===== config.mk =====
export PLATFORM = sky130hd
export DESIGN_NAME = move_pulse_gen
export DESIGN_NICKNAME = d
export VERILOG_FILES = /design/src/rtl/chacha_pkg.sv /design/src/rtl/gap_timer.sv /design/src/rtl/move_pulse_gen.sv
export SDC_FILE = /design/constraint.sdc
export NUM_CORES = 1
export LEC_CHECK = 0
export ABC_AREA = 1
export CAP_MARGIN = 25
export CORE_ASPECT_RATIO = 1.4
export CORE_MARGIN = 2
export CORE_UTILIZATION = 57
export CTS_CLUSTER_SIZE = 40
export DETAILED_ROUTE_END_ITERATION = 8
export PLACE_DENSITY = 0.85
export RECOVER_POWER = 25
export SETUP_SLACK_MARGIN = 0.2
export SYNTH_ARGS = -nofsm -noshare
export SYNTH_HDL_FRONTEND = slang
export SYNTH_SLANG_ARGS = --single-unit

===== constraint.sdc =====
create_clock -name clk -period 3.8 [get_ports clk]
set_input_delay 0.38 -clock clk [delete_from_list [all_inputs] [get_ports clk]]
set_output_delay 0.38 -clock clk [all_outputs]
set_load 0.1 [all_outputs]

===== src/rtl/chacha_pkg.sv =====
// Shared types and constants for the move-pulse transmitter.
//   state_t         : move FSM states
//   N_TILES         : board length; the downstream counters own the wrap
//   MAX_STEPS       : largest step count a single move can request
//   GAP_CYC_DEFAULT : default number of idle cycles between advance pulses
package chacha_pkg;

  typedef enum logic [1:0] {
    IDLE  = 2'd0,
    PULSE = 2'd1,
    GAP   = 2'd2,
    DONE  = 2'd3
  } state_t;

  localparam int N_TILES         = 24;
  localparam int MAX_STEPS       = 7;
  localparam int GAP_CYC_DEFAULT = 4;

endpackage


===== src/rtl/gap_timer.sv =====
// Down-counter that spaces consecutive advance pulses.
//   clk, rst_n : clock, asynchronous active-low reset
//   load       : load load_val (has priority over en)
//   load_val   : value loaded on load
//   en         : decrement by one this cycle (saturates at zero)
//   expired    : count currently equals 1, i.e. this is the last gap cycle
module gap_timer #(
  parameter int GAP_W = 8
) (
  input  logic             clk,
  input  logic             rst_n,
  input  logic             load,
  input  logic [GAP_W-1:0] load_val,
  input  logic             en,
  output logic             expired
);

  logic [GAP_W-1:0] count_q;
  logic [GAP_W-1:0] count_d;

  always_comb begin
    count_d = count_q;
    if (load) begin
      count_d = load_val;
    end else if (en && (count_q != '0)) begin
      count_d = count_q - GAP_W'(1);
    end
  end

  always_ff @(posedge clk or negedge rst_n) begin
    if (!rst_n) begin
      count_q <= '0;
    end else begin
      count_q <= count_d;
    end
  end

  assign expired = (count_q == GAP_W'(1));

endmodule


===== src/rtl/move_pulse_gen.sv =====
// Move-pulse transmitter: turns one move request (player, step count) into
// that many single-cycle advance pulses on p_da[player], spaced by GAP_CYC
// idle cycles, with D held high across the whole pulse train.
//   clk, rst_n : clock, asynchronous active-low reset
//   start      : move request (accepted only when idle and not on a done cycle)
//   player_sel : target player, latched on acceptance
//   steps      : pulse count, latched on acceptance (0 completes immediately)
//   abort      : cancel the move in progress, no done strobe
//   p_da       : one-hot advance pulse, bit i drives player i+1
//   D          : move enable to all counters
//   busy       : move in progress
//   done       : single-cycle completion strobe
//   steps_left : pulses not yet issued
//
// All outputs are registered from the current state, so every visible output
// trails the FSM state by one cycle: the FSM sits in PULSE one cycle before
// the corresponding p_da bit appears.
module move_pulse_gen
  import chacha_pkg::*;
#(
  parameter int STEP_W  = 3,
  parameter int GAP_CYC = GAP_CYC_DEFAULT,
  parameter int GAP_W   = 8,
  parameter int NPLAYER = 4
) (
  input  logic              clk,
  input  logic              rst_n,
  input  logic              start,
  input  logic [1:0]        player_sel,
  input  logic [STEP_W-1:0] steps,
  input  logic              abort,
  output logic [NPLAYER-1:0] p_da,
  output logic              D,
  output logic              busy,
  output logic              done,
  output logic [STEP_W-1:0] steps_left
);

  state_t              state_q, state_d;
  logic [1:0]          sel_q, sel_d;
  logic [STEP_W-1:0]   left_q, left_d;
  logic [NPLAYER-1:0]  p_da_q, p_da_d;
  logic                d_q, d_d;
  logic                busy_q, busy_d;
  logic                done_q, done_d;

  logic                tmr_load;
  logic [GAP_W-1:0]    tmr_val;
  logic                tmr_en;
  logic                tmr_expired;
  logic                moving;
  logic                pulse_en;

  gap_timer #(
    .GAP_W (GAP_W)
  ) u_gap_timer (
    .clk      (clk),
    .rst_n    (rst_n),
    .load     (tmr_load),
    .load_val (tmr_val),
    .en       (tmr_en),
    .expired  (tmr_expired)
  );

  always_comb begin
    state_d  = state_q;
    sel_d    = sel_q;
    left_d   = left_q;
    tmr_load = 1'b0;
    tmr_val  = '0;
    tmr_en   = 1'b0;

    unique case (state_q)
      IDLE: begin
        // done_q high means we left DONE on the previous edge; a start in
        // the strobe cycle is deliberately dropped.
        if (start && !done_q) begin
          if (steps != '0) begin
            sel_d   = player_sel;
            left_d  = steps;
            state_d = PULSE;
          end else begin
            state_d = DONE;
          end
        end
      end
      PULSE: begin
        if (abort) begin
          left_d   = '0;
          tmr_load = 1'b1;
          state_d  = IDLE;
        end else begin
          left_d = left_q - STEP_W'(1);
          if (left_q == STEP_W'(1)) begin
            state_d = DONE;
          end else begin
            tmr_load = 1'b1;
            tmr_val  = GAP_W'(GAP_CYC);
            state_d  = GAP;
          end
        end
      end
      GAP: begin
        if (abort) begin
          left_d   = '0;
          tmr_load = 1'b1;
          state_d  = IDLE;
        end else begin
          tmr_en = 1'b1;
          if (tmr_expired) begin
            state_d = PULSE;
          end
        end
      end
      DONE: begin
        state_d = IDLE;
      end
      default: begin
        state_d = IDLE;
      end
    endcase
  end

  // Output next-values: abort suppresses anything the current state would
  // otherwise emit on the following cycle.
  assign moving   = ((state_q == PULSE) || (state_q == GAP)) && !abort;
  assign pulse_en = (state_q == PULSE) && !abort;
  assign d_d      = moving;
  assign busy_d   = moving;
  assign done_d   = (state_q == DONE);

  for (genvar gi = 0; gi < NPLAYER; gi++) begin : g_onehot
    assign p_da_d[gi] = pulse_en && (sel_q == 2'(gi));
  end

  always_ff @(posedge clk or negedge rst_n) begin
    if (!rst_n) begin
      state_q <= IDLE;
      sel_q   <= '0;
      left_q  <= '0;
      p_da_q  <= '0;
      d_q     <= 1'b0;
      busy_q  <= 1'b0;
      done_q  <= 1'b0;
    end else begin
      state_q <= state_d;
      sel_q   <= sel_d;
      left_q  <= left_d;
      p_da_q  <= p_da_d;
      d_q     <= d_d;
      busy_q  <= busy_d;
      done_q  <= done_d;
    end
  end

  assign p_da       = p_da_q;
  assign D          = d_q;
  assign busy       = busy_q;
  assign done       = done_q;
  assign steps_left = left_q;

endmodule


### Yosys cells after proc, flatten, opt, wreduce, memory -nomap -nowiden

Index checks and enable logic that the tools add are counted.
Widths: inputs -> output; s select.

* reductions and logical operators: 20
* multiplexer cells: 23
* equal/unequal tests: 12
* add/subtract/negate cells: 2

Operators by type and width (number)
* $mux 3: 7
* $mux 8: 2
* $mux 2: 5
* $pmux 3 s3: 1
* $eq 2x2->1 const B: 4
* $eq 8x1->1 const B: 1
* $logic_and 1x1->1: 8
* $pmux 2 s4: 1
* $reduce_bool 8->1: 1
* $sub 8x1->8 const B: 1
* $mux 1: 6
* $ne 2x2->1 const B: 3
* $reduce_bool 3->1: 2
* $eq 2x1->1 const B: 2
* $logic_not 2->1: 2
* $reduce_and 4->1: 1
* $eq 3x1->1 const B: 1
* $ne 3x3->1 const B: 1
* $reduce_and 3->1: 1
* $sub 3x1->3 const B: 1
* $logic_not 1->1: 2
* $pmux 1 s2: 1
* $reduce_and 2->1: 1
* $reduce_bool 2->1: 1
* $logic_or 1x1->1: 1

* register bits: 21
* output and inout port bits: 10

### Longest topological paths before layout

Gate-level depths: netlist of the first run.

* depth after elaboration: 5
* gate-level depth with buffers: 10
* depth with buffers taken out: 10

### Modules after synthesis

Synthesis of the first run repeated with hierarchy kept, for this count alone.

* cells, all modules: 194
* area, all modules: 1412.6 um^2

By module, submodules not included
* move_pulse_gen: cells an instance 104, instances 1, sequential area each 325.3 um^2, area an instance 779.5 um^2
* gap_timer: cells an instance 90, instances 1, sequential area each 200.2 um^2, area an instance 633.1 um^2

### Worst setup path after synthesis of the first run

No wires, ideal clock.

* kind: flip-flop to flip-flop
* start point: reg left_q[1] (netlist: steps_left[1])
* end point: reg u_gap_timer.count_q[7]
* cell stages (with the launch flop): 11
* data arrival time: 1.859 ns
* slack: 1.822 ns
* setup time: 0.118 ns
* cell sequence: dfrtp_1 > inv_1 > ha_1 > inv_1 > nor2_1 > nand2_1 > nand2_2 > nand2_2 > inv_4 > nand2_1 > nand2_1

* cells in the longest elaborated chain, start to end: 5

RTL lines
* start, declared: RTL line move_pulse_gen.sv:41 `logic [STEP_W-1:0] left_q, left_d;`
* start signal, assigned: RTL line move_pulse_gen.sv:148 `left_q <= left_d;`
* $eq 3x1->1 *: RTL line move_pulse_gen.sv:94 `if (left_q == STEP_W'(1)) begin`
* $mux 1 *: RTL line move_pulse_gen.sv:94
* $mux 1 *: RTL line move_pulse_gen.sv:88 `if (abort) begin`
* $pmux 1 s2 *: RTL line move_pulse_gen.sv:73 `unique case (state_q)`
* $mux 8 / $reduce_bool 2->1 (equally long branches)
* end signal, assigned: RTL line gap_timer.sv:34 `count_q <= count_d;`
* end, declared: RTL line gap_timer.sv:18 `logic [GAP_W-1:0] count_q;`

Mark *: on every way between the ends. The rest lies on a longest branch, timed or not.
A chain may end at the register's enable or synchronous reset.

### Worst setup path after layout of the first run

* start point: reg left_q[2] (netlist: steps_left[2])
* end point: out steps_left[2]

RTL lines
* end, declared: RTL line move_pulse_gen.sv:36 `output logic [STEP_W-1:0] steps_left`

No word-level cell between the ends.

==> run summary, run 1 <==
routed vias/inst: 5.41
Initial Utilization: 58.8%
Layout Skew: 2.20 ps
commonest non-fill, non-tap cells in the layout: 38 x nand2_1, 24 x inv_1, 21 x dfrtp_1
site row count: 20
CTS tree: done
clk slew on worst S/H paths: 110 ps
post-synth top area cell: dfrtp_1
hold-fix buffer count after cts: 0
mapped cell area: 1250 µm²
commonest non-fill, non-tap cell in the layout: nand2_1
Antenna diodes: 0
I/O pins: 19
yosys warns: 0
Total Neg Setup Slack: 0 ps
CP startpoint kind: flop
largest net degree at the start of global routing: 22
leading post-synthesis cells by cell area: dfrtp_1 42%, nand2_1 11%, ha_1 10%, inv_1 7.2%, nand3_1 4.8%
Net count, final: 200
clock buffer depth: 2
Clk Latency, worst-skew pair: 290 ps
Die Area: 2590 µm²
Max Cap Viol: 0
critical path, cell by cell: clkdlybuf4s50_1
CTS Buf Count: 3
slowest stage delay, CP: 1160 ps
cell family with most CP delay: buffers and inverters
CTS H-Tree Depth: 1
final setup vio count: 0
Max FO, Critical Path: 4
Yosys top cell area share: 42.0%
Hold/Removal Path Class: reg -> reg
Syn Area/Cell: 7.87 µm²
final slew viol count: 0
DRC: 0
antenna-violating nets left: 0
status: finished, final reports clean
DR iter-0 viols: 21
share of post-route cells with drive strength above 1: 7.22%
die width: 43.6 µm
input/output buffers: 18
Via Count: 1093
Pre-antenna DRT Iters: 4
post-synthesis register bit count: 21
initial antenna violation count: 0
post-CTS setup buffers: 0
post-route clock period utilization: 59.4%
area delta synth->final: 17.9%
Yosys cell types: 24
post-CTS sizing: 0
worst slew pin tran: 977 ps
RSZ-0062 raised after global routing: false
Final Critical Period: 2260 ps
Buf/Inv on CP: 1
clock sink count: 21
total track usage: 22.1%
critical path class: reg -> out
FMAX: 443 MHz
Worst Path Required: 3420 ps
vias in the first global route: 1066
critical path endpoint category: primary output
core area: 2130 µm²
CP arrival: 1880 ps
HPWL after DPL: 1990 µm
post-synth net total: 178
worst rel slew slack: 34.7%
grt ovf: 0
final wirelength: 2450 µm
Clock Tree Root: clkbuf_4
Die Y: 59.4 µm
Avg WL per Cell: 12.1 µm
Synth Instances: 159
first-pass GRT wire length: 4270 µm
GP Congestion: 0.860
Seq/Total Area, Yosys: 42.0%
final-report hold violation count: 0
worst-path cell with the longest stage delay: clkdlybuf4s50_1
path summary, 6_finish.rpt:
check	start	end	slack [ps]	cells past startpoint
hold / removal	sel_q[0]	p_da[2]	460	1
min in group asynchronous	rst_n	u_gap_timer.count_q[4]	660	1
setup reg to reg	state_q[0]	u_gap_timer.count_q[2]	2070	9
setup / recovery	steps_left[2]	steps_left[2]	1540	1
max in group asynchronous	rst_n	u_gap_timer.count_q[6]	2580	1
hold reg to reg	sel_q[0]	p_da[2]	460	1
cells in the mapped netlist (all sizes together):
| cell type | instances |
|---|---|
| o21ai | 9 |
| xnor2 | 1 |
| nand4 | 4 |
| ha | 10 |
| dfrtp | 21 |
| buf | 1 |
| or2 | 2 |
| nor3 | 4 |
| nor2 | 16 |
| inv | 26 |
| xor2 | 4 |
| nand2 | 42 |
| o22ai | 3 |
| a21oi | 4 |
| nand3 | 12 |
sequential cells by signal, summed over array words and instances (netlist names):
| signal | flops |
|---|---|
| busy | 1 |
| sel_q | 2 |
| steps_left | 3 |
| u_gap_timer.count_q | 8 |
| p_da | 4 |
| state_q | 2 |
| done | 1 |
per-layer routing:
metal	routed length [µm]	vias up	part of all wire [%]	track usage, %
met1	944	510	38	23.4
met3	86	10	3.5	4.27
li1	-	541	-	-
met4	74	0	3.0	10.8
met5	0	-	0	0
met2	1350	32	55	40.5
final cells by class:
cell class | instances | area [µm²]
Fill cell | 166 | 652
Tap cell | 22 | 27.5
Timing Repair Buffer | 18 | 180
Sequential cell | 21 | 526
Inverter | 26 | 100
Clock buffer | 4 | 26.3
Multi-Input combinational cell | 111 | 616
logic make-up (layout without fill, tap and decap cells):
kind of cell	count (synthesis)	after routing	synth area share [%]
simple gates	80	80	28.6
buf+inv	27	48	8.60
flops	21	21	42.0
xor+xnor	5	5	3.50
compound gates	16	16	7.30
fa+ha+maj	10	10	10.0
per-stage QoR:
| step | instance area [µm²] | util, % | setup slack (ps) | cells | hold WS [ps] |
|---|---|---|---|---|---|
| global placement | 1450 | 68.2 | 1890 | 198 | 444 |
| CTS | 1480 | 69.5 | 1530 | 202 | 468 |
| floorplan | 1250 | - | 1820 | 159 | 84.4 |
| global route | 1480 | 69.4 | 1470 | 202 | 501 |
| finish | 1480 | 69.4 | 1540 | 202 | 464 |
| detailed placement | 1450 | 68.2 | 1870 | 198 | 452 |
Power of run 1 is not shown: default switching activity piles up to over one toggle a cycle in this logic, so the estimate is an artifact.
==> inputs of run 2 (changes only) <==
CORE_UTILIZATION = 48   (was 57)
PLACE_DENSITY = 0.76   (was 0.85)
clock period = 2 ns   (was 3.8 ns; I/O delays follow)
==> run 2 against run 1 <==
Register-to-register slack got worse by 1700 ps; clock skew is 0.71 ps lower; largest cell class unchanged; design area is 0.17% higher; clock-buffer cell count fell by 1; critical endpoint is now u_gap_timer.count_q[5]; routed wire length is 3.5% higher; hold slack worse by 8.3 ps; highest routed layer unchanged; via count is 2.7% lower.
==> run summary, run 2 (synthesis results as in run 1) <==
CTS Buf Count: 3 (unchanged)
worst-path cell with the longest stage delay: dfrtp_1 (was clkdlybuf4s50_1)
final wirelength: 2540 µm (was 2450 µm)
core area: 2440 µm² (was 2130 µm²)
antenna-violating nets left: 0 (unchanged)
min-delay src: player_sel[1] (was sel_q[0])
routed length on met3: 71 µm (was 86 µm)
Die Area: 3040 µm² (was 2590 µm²)
met2 wire len: 1420 µm (was 1350 µm)
Avg WL per Cell: 11.8 µm (was 12.1 µm)
Die Y: 64.4 µm (was 59.4 µm)
Net count, final: 201 (was 200)
final setup vio count: 0 (unchanged)
hold depth: 3 (was 1)
share of post-route cells with drive strength above 1: 14.9% (was 7.22%)
worst rel slew slack: 24.1% (was 34.7%)
CTS H-Tree Depth: 1 (unchanged)
critical path endpoint category: flop (was primary output)
HPWL after DPL: 2070 µm (was 1990 µm)
Hold/Removal Path Class: in -> reg (was reg -> reg)
Max Cap Viol: 0 (unchanged)
Worst Path Required: 2220 ps (was 3420 ps)
FMAX: 599 MHz
clk slew on worst S/H paths: 120 ps (was 110 ps)
DRC: 0 (unchanged)
Clk Latency, worst-skew pair: 310 ps (was 290 ps)
reg2reg start: state_q[0] (unchanged)
Initial Utilization: 51.2% (was 58.8%)
Reg with most FFs: u_gap_timer.count_q (unchanged)
Layout Skew: 1.49 ps (was 2.20 ps)
R2R cell count: 9 (unchanged)
Via Count: 1064 (was 1093)
Pre-antenna DRT Iters: 4 (unchanged)
Final Critical Period: 1670 ps
critical path class: reg -> reg (was reg -> out)
CP arrival: 1880 ps (about the same)
commonest non-fill, non-tap cell in the layout: nand2_1 (unchanged)
GP Congestion: 0.948 (was 0.860)
largest net degree at the start of global routing: 22 (unchanged)
highest routed layer: met4 (unchanged)
critical path, cell by cell: inv_1, ha_1, inv_2, a21oi_1, nand2_2, nand2_2, inv_4, nand2_1, nand2_1 (was clkdlybuf4s50_1)
I/O pins: 19 (unchanged)
die width: 47.2 µm (was 43.6 µm)
post-CTS sizing: 0 (unchanged)
WHS Endpoint: sel_q[1] (was p_da[2])
input/output buffers: 18 (unchanged)
DRT met1 WL: 986 µm (was 944 µm)
vias in the first global route: 1111 (was 1066)
area delta synth->final: 18.1% (was 17.9%)
total track usage: 19.7% (was 22.1%)
status: finished, final reports clean (unchanged)
first-pass GRT wire length: 4310 µm (was 4270 µm)
RSZ-0062 raised after global routing: false (unchanged)
commonest non-fill, non-tap cells in the layout: 38 x nand2_1, 24 x inv_1, 19 x dfrtp_1 (was 38 x nand2_1, 24 x inv_1, 21 x dfrtp_1)
final slew viol count: 0 (unchanged)
hold-fix buffer count after cts: 0 (unchanged)
reg-to-reg endpoint: u_gap_timer.count_q[5] (was u_gap_timer.count_q[2])
routed vias/inst: 4.95 (was 5.41)
initial antenna violation count: 0 (unchanged)
CTS tree: done (unchanged)
Max FO, Critical Path: 9 (was 4)
worst slew pin tran: 1140 ps (was 977 ps)
clock sink count: 21 (unchanged)
Clock Tree Root: clkbuf_4 (unchanged)
site row count: 21 (was 20)
post-route clock period utilization: 83.4%
grt ovf: 0 (unchanged)
CP startpoint kind: flop (unchanged)
Antenna diodes: 0 (unchanged)
slowest stage delay, CP: 420 ps (was 1160 ps)
Reg2Reg Setup Slack: 330 ps (was 2070 ps)
post-CTS setup buffers: 0 (unchanged)
DR iter-0 viols: 26 (was 21)
clock buffer depth: 2 (unchanged)
final-report hold violation count: 0 (unchanged)
Total Neg Setup Slack: 0 ps (unchanged)
max FFs per register: 8 (unchanged)
run 2: cell count changes in the layout (fill, tap and decap cells not counted), sizes merged:
cell,delta
buf,+10
clkdlybuf4s50,-10
clkinvlp,+1
run 2: area by class of cell:
| type | count | area (µm²) |
|---|---|---|
| sequential | 21 | 528 |
| fill | 226 | 966 |
| clock inverter | 1 | 7.51 |
| multi-input combinational | 111 | 618 |
| tap | 34 | 42.5 |
| timing repair buffer | 19 | 159 |
| clock buffer | 3 | 22.5 |
| inverter | 26 | 100 |
run 2: layer usage:
metal | vias up | global-route usage, %
met3 | 6 | 1.95
met1 | 490 | 21.2
met4 | 0 | 10.4
li1 | 545 | -
met5 | - | 0
met2 | 23 | 35.4
run 2: critical path: cells and delay by family, from the launching register on:
kind / cells / cell delay [ps]
buffers and inverters: 3 / 220
and+or+nand+nor: 4 / 410
DFF: 1 / 420
adders and majority gates: 1 / 370
AOI/OAI and AO/OA: 1 / 150
run 2: through the flow:
| step | area (µm²) | util (%) | hold WS (ps) | setup WS (ps) | cells |
|---|---|---|---|---|---|
| final | 1480 | 60.5 | 456 | 331 | 215 |
| after global routing | 1480 | 60.5 | 457 | 201 | 215 |
| after CTS | 1480 | 60.6 | 223 | 335 | 215 |
| after detailed placement | 1450 | 59.4 | 450 | 349 | 211 |
| after global placement | 1450 | 59.4 | 441 | 414 | 211 |
| after floorplan | 1250 | - | -95.6 | 296 | 159 |
run 2: worst max-delay path by stage:
stage | cells after the start | slack (ps) | to | start
after global routing | 7 | 200 | steps_left[1] | state_q[0]
after CTS | 9 | 340 | u_gap_timer.count_q[5] | state_q[0]
after floorplan | 7 | 300 | u_gap_timer.count_q[7] | steps_left[2]
after detailed placement | 9 | 350 | u_gap_timer.count_q[5] | state_q[0]
final | 9 | 330 | u_gap_timer.count_q[5] | state_q[0]
after global placement | 6 | 410 | steps_left[0] | state_q[0]
Power of run 2 is left out for the same reason.
